[config.mk]
export PLATFORM = sky130hd
export DESIGN_NAME = pcie_tx_arbiter_flat
export DESIGN_NICKNAME = d
export VERILOG_FILES = /design/src/rtl/pcie_tx_arbiter_pkg.sv /design/src/rtl/pcie_tx_arbiter_if.sv /design/src/rtl/pcie_tx_arbiter.sv /design/src/flat_wrapper.sv
export SDC_FILE = /design/constraint.sdc
export NUM_CORES = 1
export LEC_CHECK = 0
export CAP_MARGIN = 10
export CORE_AREA = 5 5 103 105
export CTS_CLUSTER_SIZE = 10
export DETAILED_ROUTE_END_ITERATION = 8
export DIE_AREA = 0 0 108 110
export DONT_BUFFER_PORTS = 1
export GPL_ROUTABILITY_DRIVEN = 1
export PLACE_DENSITY = 0.42
export SYNTH_ARGS = -nofsm -noshare
export SYNTH_HDL_FRONTEND = slang
export SYNTH_SLANG_ARGS = --single-unit
[constraint.sdc]
create_clock -name user_clk -period 2.85 [get_ports user_clk]
set_input_delay 0.57 -clock user_clk [delete_from_list [all_inputs] [get_ports user_clk]]
set_output_delay 0.57 -clock user_clk [all_outputs]
set_load 0.005 [all_outputs]
[src/rtl/pcie_tx_arbiter_pkg.sv]
// Shared types for the two-client PCIe TX arbiter: FSM encoding and client index.
package pcie_tx_arb_pkg;

  localparam int NUM_CLIENTS = 2;

  typedef enum logic [1:0] {
    IDLE = 2'd0,
    GNT0 = 2'd1,
    GNT1 = 2'd2
  } state_t;

  typedef logic client_idx_t;

endpackage

[src/rtl/pcie_tx_arbiter_if.sv]
// TX bundle between two TLP clients, the arbiter and the PCIe core TX AXI-Stream port.
interface pcie_tx_arbiter_if #(
  parameter int C_DATA_WIDTH = 64,
  parameter int KEEP_WIDTH   = C_DATA_WIDTH / 8
);
  logic                    c0_tx_req;
  logic                    c0_tx_ack;
  logic [C_DATA_WIDTH-1:0] c0_tx_tdata;
  logic [KEEP_WIDTH-1:0]   c0_tx_tkeep;
  logic [3:0]              c0_tx_tuser;
  logic                    c0_tx_tlast;
  logic                    c0_tx_tvalid;
  logic                    c0_tx_tready;

  logic                    c1_tx_req;
  logic                    c1_tx_ack;
  logic [C_DATA_WIDTH-1:0] c1_tx_tdata;
  logic [KEEP_WIDTH-1:0]   c1_tx_tkeep;
  logic [3:0]              c1_tx_tuser;
  logic                    c1_tx_tlast;
  logic                    c1_tx_tvalid;
  logic                    c1_tx_tready;

  logic [C_DATA_WIDTH-1:0] s_axis_tx_tdata;
  logic [KEEP_WIDTH-1:0]   s_axis_tx_tkeep;
  logic [3:0]              s_axis_tx_tuser;
  logic                    s_axis_tx_tlast;
  logic                    s_axis_tx_tvalid;
  logic                    s_axis_tx_tready;

  // Arbiter side
  modport master (
    input  c0_tx_req, c0_tx_tdata, c0_tx_tkeep, c0_tx_tuser, c0_tx_tlast, c0_tx_tvalid,
    output c0_tx_ack, c0_tx_tready,
    input  c1_tx_req, c1_tx_tdata, c1_tx_tkeep, c1_tx_tuser, c1_tx_tlast, c1_tx_tvalid,
    output c1_tx_ack, c1_tx_tready,
    output s_axis_tx_tdata, s_axis_tx_tkeep, s_axis_tx_tuser, s_axis_tx_tlast, s_axis_tx_tvalid,
    input  s_axis_tx_tready
  );

  // Clients plus core side
  modport slave (
    output c0_tx_req, c0_tx_tdata, c0_tx_tkeep, c0_tx_tuser, c0_tx_tlast, c0_tx_tvalid,
    input  c0_tx_ack, c0_tx_tready,
    output c1_tx_req, c1_tx_tdata, c1_tx_tkeep, c1_tx_tuser, c1_tx_tlast, c1_tx_tvalid,
    input  c1_tx_ack, c1_tx_tready,
    input  s_axis_tx_tdata, s_axis_tx_tkeep, s_axis_tx_tuser, s_axis_tx_tlast, s_axis_tx_tvalid,
    output s_axis_tx_tready
  );
endinterface

[src/rtl/pcie_tx_arbiter.sv]
// Round-robin owner of the PCIe core TX stream for two clients; switches only on TLP
// boundaries and counts forwarded TLPs.
module pcie_tx_arbiter
  import pcie_tx_arb_pkg::*;
#(
  parameter int C_DATA_WIDTH = 64,
  parameter int KEEP_WIDTH   = C_DATA_WIDTH / 8
) (
  input  logic               user_clk,
  input  logic               user_reset_n,
  input  logic               user_lnk_up,
  pcie_tx_arbiter_if.master  tx,
  output logic [31:0]        tx_pkt_count
);

  localparam logic [1:0] S_IDLE = IDLE;
  localparam logic [1:0] S_GNT0 = GNT0;
  localparam logic [1:0] S_GNT1 = GNT1;

  logic [1:0]              state;
  client_idx_t             rr_last;
  logic                    in_pkt;
  client_idx_t             idle_pick;
  logic                    beat_acc;

  logic [C_DATA_WIDTH-1:0] mux_tdata;
  logic [KEEP_WIDTH-1:0]   mux_tkeep;
  logic [3:0]              mux_tuser;
  logic                    mux_tlast;
  logic                    mux_tvalid;
  logic                    c0_rdy;
  logic                    c1_rdy;

  // Zero-latency pass-through of the owning client; everything idles at zero otherwise.
  always_comb begin
    mux_tdata  = '0;
    mux_tkeep  = '0;
    mux_tuser  = '0;
    mux_tlast  = 1'b0;
    mux_tvalid = 1'b0;
    c0_rdy     = 1'b0;
    c1_rdy     = 1'b0;
    case (state)
      S_GNT0: begin
        mux_tdata  = tx.c0_tx_tdata;
        mux_tkeep  = tx.c0_tx_tkeep;
        mux_tuser  = tx.c0_tx_tuser;
        mux_tlast  = tx.c0_tx_tlast;
        mux_tvalid = tx.c0_tx_tvalid;
        c0_rdy     = tx.s_axis_tx_tready;
      end
      S_GNT1: begin
        mux_tdata  = tx.c1_tx_tdata;
        mux_tkeep  = tx.c1_tx_tkeep;
        mux_tuser  = tx.c1_tx_tuser;
        mux_tlast  = tx.c1_tx_tlast;
        mux_tvalid = tx.c1_tx_tvalid;
        c1_rdy     = tx.s_axis_tx_tready;
      end
      default: ;
    endcase
  end

  assign tx.s_axis_tx_tdata  = mux_tdata;
  assign tx.s_axis_tx_tkeep  = mux_tkeep;
  assign tx.s_axis_tx_tuser  = mux_tuser;
  assign tx.s_axis_tx_tlast  = mux_tlast;
  assign tx.s_axis_tx_tvalid = mux_tvalid;
  assign tx.c0_tx_tready     = c0_rdy;
  assign tx.c1_tx_tready     = c1_rdy;
  assign tx.c0_tx_ack        = (state == S_GNT0);
  assign tx.c1_tx_ack        = (state == S_GNT1);

  assign beat_acc  = mux_tvalid & tx.s_axis_tx_tready;
  // With both requesting, the client that was not granted last wins.
  assign idle_pick = (tx.c0_tx_req && tx.c1_tx_req) ? ~rr_last : tx.c1_tx_req;

  always_ff @(posedge user_clk or negedge user_reset_n) begin
    if (!user_reset_n) begin
      state        <= S_IDLE;
      rr_last      <= 1'b1;
      in_pkt       <= 1'b0;
      tx_pkt_count <= '0;
    end else begin
      if (beat_acc) in_pkt <= ~mux_tlast;
      if (beat_acc && mux_tlast) tx_pkt_count <= tx_pkt_count + 32'd1;

      case (state)
        S_IDLE: begin
          if (user_lnk_up && (tx.c0_tx_req || tx.c1_tx_req)) begin
            state   <= idle_pick ? S_GNT1 : S_GNT0;
            rr_last <= idle_pick;
          end
        end
        S_GNT0: begin
          if (!tx.c0_tx_req && !in_pkt && !beat_acc) begin
            if (tx.c1_tx_req && user_lnk_up) begin
              state   <= S_GNT1;
              rr_last <= 1'b1;
            end else begin
              state <= S_IDLE;
            end
          end
        end
        S_GNT1: begin
          if (!tx.c1_tx_req && !in_pkt && !beat_acc) begin
            if (tx.c0_tx_req && user_lnk_up) begin
              state   <= S_GNT0;
              rr_last <= 1'b0;
            end else begin
              state <= S_IDLE;
            end
          end
        end
        default: state <= S_IDLE;
      endcase
    end
  end

endmodule

[src/flat_wrapper.sv]
// flat-port wrapper written by rule: the top's interface ports become plain ports
module pcie_tx_arbiter_flat import pcie_tx_arb_pkg::*;
#(
  parameter int C_DATA_WIDTH = 64,
  parameter int KEEP_WIDTH   = C_DATA_WIDTH / 8
)
  (user_clk, user_reset_n, user_lnk_up, tx_pkt_count, tx_c0_tx_req, tx_c0_tx_tdata, tx_c0_tx_tkeep, tx_c0_tx_tuser, tx_c0_tx_tlast, tx_c0_tx_tvalid, tx_c0_tx_ack, tx_c0_tx_tready, tx_c1_tx_req, tx_c1_tx_tdata, tx_c1_tx_tkeep, tx_c1_tx_tuser, tx_c1_tx_tlast, tx_c1_tx_tvalid, tx_c1_tx_ack, tx_c1_tx_tready, tx_s_axis_tx_tdata, tx_s_axis_tx_tkeep, tx_s_axis_tx_tuser, tx_s_axis_tx_tlast, tx_s_axis_tx_tvalid, tx_s_axis_tx_tready);
  pcie_tx_arbiter_if #(.C_DATA_WIDTH(C_DATA_WIDTH), .KEEP_WIDTH(KEEP_WIDTH)) tx_i ();
  input  logic user_clk;
  input  logic user_reset_n;
  input  logic user_lnk_up;
  output logic [31:0] tx_pkt_count;
  input wire logic [$bits(tx_i.c0_tx_req)-1:0] tx_c0_tx_req;
  input wire logic [$bits(tx_i.c0_tx_tdata)-1:0] tx_c0_tx_tdata;
  input wire logic [$bits(tx_i.c0_tx_tkeep)-1:0] tx_c0_tx_tkeep;
  input wire logic [$bits(tx_i.c0_tx_tuser)-1:0] tx_c0_tx_tuser;
  input wire logic [$bits(tx_i.c0_tx_tlast)-1:0] tx_c0_tx_tlast;
  input wire logic [$bits(tx_i.c0_tx_tvalid)-1:0] tx_c0_tx_tvalid;
  output wire logic [$bits(tx_i.c0_tx_ack)-1:0] tx_c0_tx_ack;
  output wire logic [$bits(tx_i.c0_tx_tready)-1:0] tx_c0_tx_tready;
  input wire logic [$bits(tx_i.c1_tx_req)-1:0] tx_c1_tx_req;
  input wire logic [$bits(tx_i.c1_tx_tdata)-1:0] tx_c1_tx_tdata;
  input wire logic [$bits(tx_i.c1_tx_tkeep)-1:0] tx_c1_tx_tkeep;
  input wire logic [$bits(tx_i.c1_tx_tuser)-1:0] tx_c1_tx_tuser;
  input wire logic [$bits(tx_i.c1_tx_tlast)-1:0] tx_c1_tx_tlast;
  input wire logic [$bits(tx_i.c1_tx_tvalid)-1:0] tx_c1_tx_tvalid;
  output wire logic [$bits(tx_i.c1_tx_ack)-1:0] tx_c1_tx_ack;
  output wire logic [$bits(tx_i.c1_tx_tready)-1:0] tx_c1_tx_tready;
  output wire logic [$bits(tx_i.s_axis_tx_tdata)-1:0] tx_s_axis_tx_tdata;
  output wire logic [$bits(tx_i.s_axis_tx_tkeep)-1:0] tx_s_axis_tx_tkeep;
  output wire logic [$bits(tx_i.s_axis_tx_tuser)-1:0] tx_s_axis_tx_tuser;
  output wire logic [$bits(tx_i.s_axis_tx_tlast)-1:0] tx_s_axis_tx_tlast;
  output wire logic [$bits(tx_i.s_axis_tx_tvalid)-1:0] tx_s_axis_tx_tvalid;
  input wire logic [$bits(tx_i.s_axis_tx_tready)-1:0] tx_s_axis_tx_tready;
  assign tx_i.c0_tx_req = tx_c0_tx_req;
  assign tx_i.c0_tx_tdata = tx_c0_tx_tdata;
  assign tx_i.c0_tx_tkeep = tx_c0_tx_tkeep;
  assign tx_i.c0_tx_tuser = tx_c0_tx_tuser;
  assign tx_i.c0_tx_tlast = tx_c0_tx_tlast;
  assign tx_i.c0_tx_tvalid = tx_c0_tx_tvalid;
  assign tx_c0_tx_ack = tx_i.c0_tx_ack;
  assign tx_c0_tx_tready = tx_i.c0_tx_tready;
  assign tx_i.c1_tx_req = tx_c1_tx_req;
  assign tx_i.c1_tx_tdata = tx_c1_tx_tdata;
  assign tx_i.c1_tx_tkeep = tx_c1_tx_tkeep;
  assign tx_i.c1_tx_tuser = tx_c1_tx_tuser;
  assign tx_i.c1_tx_tlast = tx_c1_tx_tlast;
  assign tx_i.c1_tx_tvalid = tx_c1_tx_tvalid;
  assign tx_c1_tx_ack = tx_i.c1_tx_ack;
  assign tx_c1_tx_tready = tx_i.c1_tx_tready;
  assign tx_s_axis_tx_tdata = tx_i.s_axis_tx_tdata;
  assign tx_s_axis_tx_tkeep = tx_i.s_axis_tx_tkeep;
  assign tx_s_axis_tx_tuser = tx_i.s_axis_tx_tuser;
  assign tx_s_axis_tx_tlast = tx_i.s_axis_tx_tlast;
  assign tx_s_axis_tx_tvalid = tx_i.s_axis_tx_tvalid;
  assign tx_i.s_axis_tx_tready = tx_s_axis_tx_tready;
  pcie_tx_arbiter #(.C_DATA_WIDTH(C_DATA_WIDTH), .KEEP_WIDTH(KEEP_WIDTH)) u_core (.user_clk(user_clk), .user_reset_n(user_reset_n), .user_lnk_up(user_lnk_up), .tx(tx_i), .tx_pkt_count(tx_pkt_count));
endmodule
==> flow_summary.json <==
{
  "viasPerCell": 5.90,
  "grt_pass1_wl_um": 14700,
  "finalCritPeriodShare_pct": 93.4,
  "worst_slew_pin_slew_ns": 0.584,
  "antenna_found_initial": 1,
  "crit_path_start_kind": "flip-flop",
  "synthCells": 274,
  "ios": 276,
  "clkSinkCount": 36,
  "die_y_um": 110,
  "grt_pass1_vias": 2241,
  "dpl.cell_count": 392,
  "yosysUniqueCellTypes": 42,
  "synth_commonest_cells": "a22o_1 (78), dfrtp_1 (35), xnor2_1 (25), nand3_1 (18), nand4_1 (15)",
  "cts_max_level": 2,
  "synthTopCellsByArea": "dfrtp_1 (33%), a22o_1 (26%), xnor2_1 (8.2%), nand4_1 (3.5%), nand3_1 (3.4%)",
  "synthXorXnorAreaFrac_pct": 10.2,
  "synth_mux_area_share_pct": 1.59,
  "yosys.area.top_type": "dfrtp_1",
  "setup_slack_ns": 0.190,
  "finalWirelength_um": 11300,
  "grt_max_degree": 62,
  "tns_ns": 0,
  "clock_path_buffers": 2,
  "root_buffer": "clkbuf_8",
  "drc": 0,
  "avgSynthCellArea_um2": 9.76,
  "synth_fa_ha_area_share_pct": 2.34,
  "crit_type": "flip-flop to primary output",
  "wl_per_cell_um": 28.3,
  "rsz0062_at_grt": "no",
  "num_rows": 36,
  "clk-insertion-delay-late_ns": 0.28,
  "hpwl_um": 9230,
  "min_period_ns": 2.66,
  "ant_nets": 0,
  "fmaxAchievable_mhz": 376,
  "cts_tree": "done",
  "dr.pass1.iters": 5,
  "area_growth_pct": 9.41,
  "gp_congestion": 0.768,
  "hold_violations": 0,
  "dieArea_um2": 11900,
  "die_x_um": 108,
  "synth_compound_area_share_pct": 29.5,
  "hold_class": "input pin to asynchronous set/reset pin",
  "ys_warn_count": 0,
  "syn_area_um2": 2670,
  "cp_data_required_time_ns": 2.28,
  "leakage_uw": 0.00122,
  "synth_edf_count": 0,
  "synthArstFlopShare_pct": 100,
  "io_buffers": 0,
  "grt_usage_pct": 16.6,
  "nNetsFinal": 434,
  "n_antenna_cell": 0,
  "cts_made_buffers": 5,
  "power_density_nw_per_um2": 691,
  "synth_most_common_cell": "a22o_1",
  "final_util_pct": 30.6,
  "status": "finished clean",
  "slew_violations": 0,
  "finClkSkew_ns": 0.00663,
  "drive_gt1_share_pct": 11.6,
  "critPathCaptureType": "primary output",
  "layoutNonFillerInstCount": 400,
  "setup_viol": 0,
  "core-area_um2": 9550,
  "ys_ff_latch": 36,
  "arrival_ns": 2.09,
  "synth_top_area_share_pct": 32.8,
  "relSlewSlack_pct": 60.7,
  "hold_slack_ns": 0.122,
  "synth_top_family_by_area": "compound AO/OA/AOI/OAI gates",
  "synth-simple-area-share_pct": 18.0,
  "vdd_drop_max_mv": 0.313,
  "ys_seq_area_share_pct": 33.7,
  "ys.flop_type": "dfrtp_1",
  "path_max_fanout": 61,
  "clkTransAtPathRegs_ns": 0.07,
  "pre_cts_slack_ns": 0.371,
  "synth_fp_nets": 441,
  "drt-initial-drc-count": 137,
  "drv_cap": 0,
  "vias": 2361,
  "initial_core_util_pct": 28.0,
  "grt-ovfl-total": 0
}
worst max-delay path, cell delays in order (launching register included):
cell and delay (ns):
dfrtp_1 0.41, inv_1 0.09, ha_1 0.41, and2_4 0.35
buf_12 0.27, a22o_1 0.26
power by group:
part	switching, µW	internal (µW)
registers	32.1	547
logic	650	456
clock network	170	166
per-stage QoR:
stage | total power (µW) | area, µm²
after floorplan | 1420 | 2670
after global placement | 1670 | 2830
after detailed placement | 1680 | 2830
after CTS | 2040 | 2920
after global routing | 2140 | 2930
final | 2020 | 2930
placed cells by master (no fill, tap or decap), drive strengths merged, types with 3 or more instances in the layout:
cell    instances
a22o           79
dfrtp          35
xnor2          25
nand3          18
nand4          16
nand2          10
nor2            9
buf             8
inv             7
and2            7
xor2            6
clkbuf          6
nor3            6
nor4            6
ha              5
o21ai           3
flip-flops by register name, summed over array words and instances, names as in the netlist:
signal and cells:
u_core.state 2, u_core.in_pkt 1, u_core.tx_pkt_count 32, u_core.rr_last 1
cell families after synthesis:
kind of cell    Yosys count
simple gates             77
xor+xnor                 31
fa+ha+maj                 5
buf+inv                  29
compound gates           92
flops                    36
mux                       4
path summary, 6_finish.rpt:
path / startpoint / endpoint / slack [ns] / cells after the start
max: u_core.state[0]$_DFFE_PN0P_ / tx_s_axis_tx_tdata[33] / 0.19 / 5
min: user_reset_n / u_core.tx_pkt_count[11]$_DFFE_PN0P_ / 0.12 / 1
max reg2reg: u_core.state[0]$_DFFE_PN0P_ / u_core.tx_pkt_count[10]$_DFFE_PN0P_ / 0.48 / 6
min reg2reg: u_core.rr_last$_DFFE_PN1P_ / u_core.rr_last$_DFFE_PN1P_ / 0.48 / 2
max in group asynchronous: user_reset_n / u_core.tx_pkt_count[25]$_DFFE_PN0P_ / 2.54 / 1
min in group user_clk: tx_c1_tx_req / u_core.state[1]$_DFFE_PN0P_ / 0.46 / 2
what timing repair did:
item / in CTS / in global routing
buffers inserted: 0 / 0
endpoints found under the hold margin: 35 / 0
hold buffers: 1 / 0
gates resized for setup: 0 / 1
setup endpoints to repair: 0 / 51
per-layer routing:
layer / part of all wire (%) / track usage [%] / vias up
li1: - / - / 1042
met1: 37 / 19.1 / 1177
met2: 51 / 28.6 / 132
met3: 12 / 7.98 / 8
met4: 0.41 / 2.71 / 2
met5: 0.11 / 0 / -
layout make-up:
class	instances	area, µm²
Tap cell	133	166
Timing Repair Buffer	8	97.6
Clock inverter	1	5.00
Multi-Input combinational cell	209	1660
Fill cell	1015	6620
Clock buffer	6	72.6
Inverter	7	26.3
Sequential cell	36	902
No activity file was read; power rests on OpenSTA's default activity.
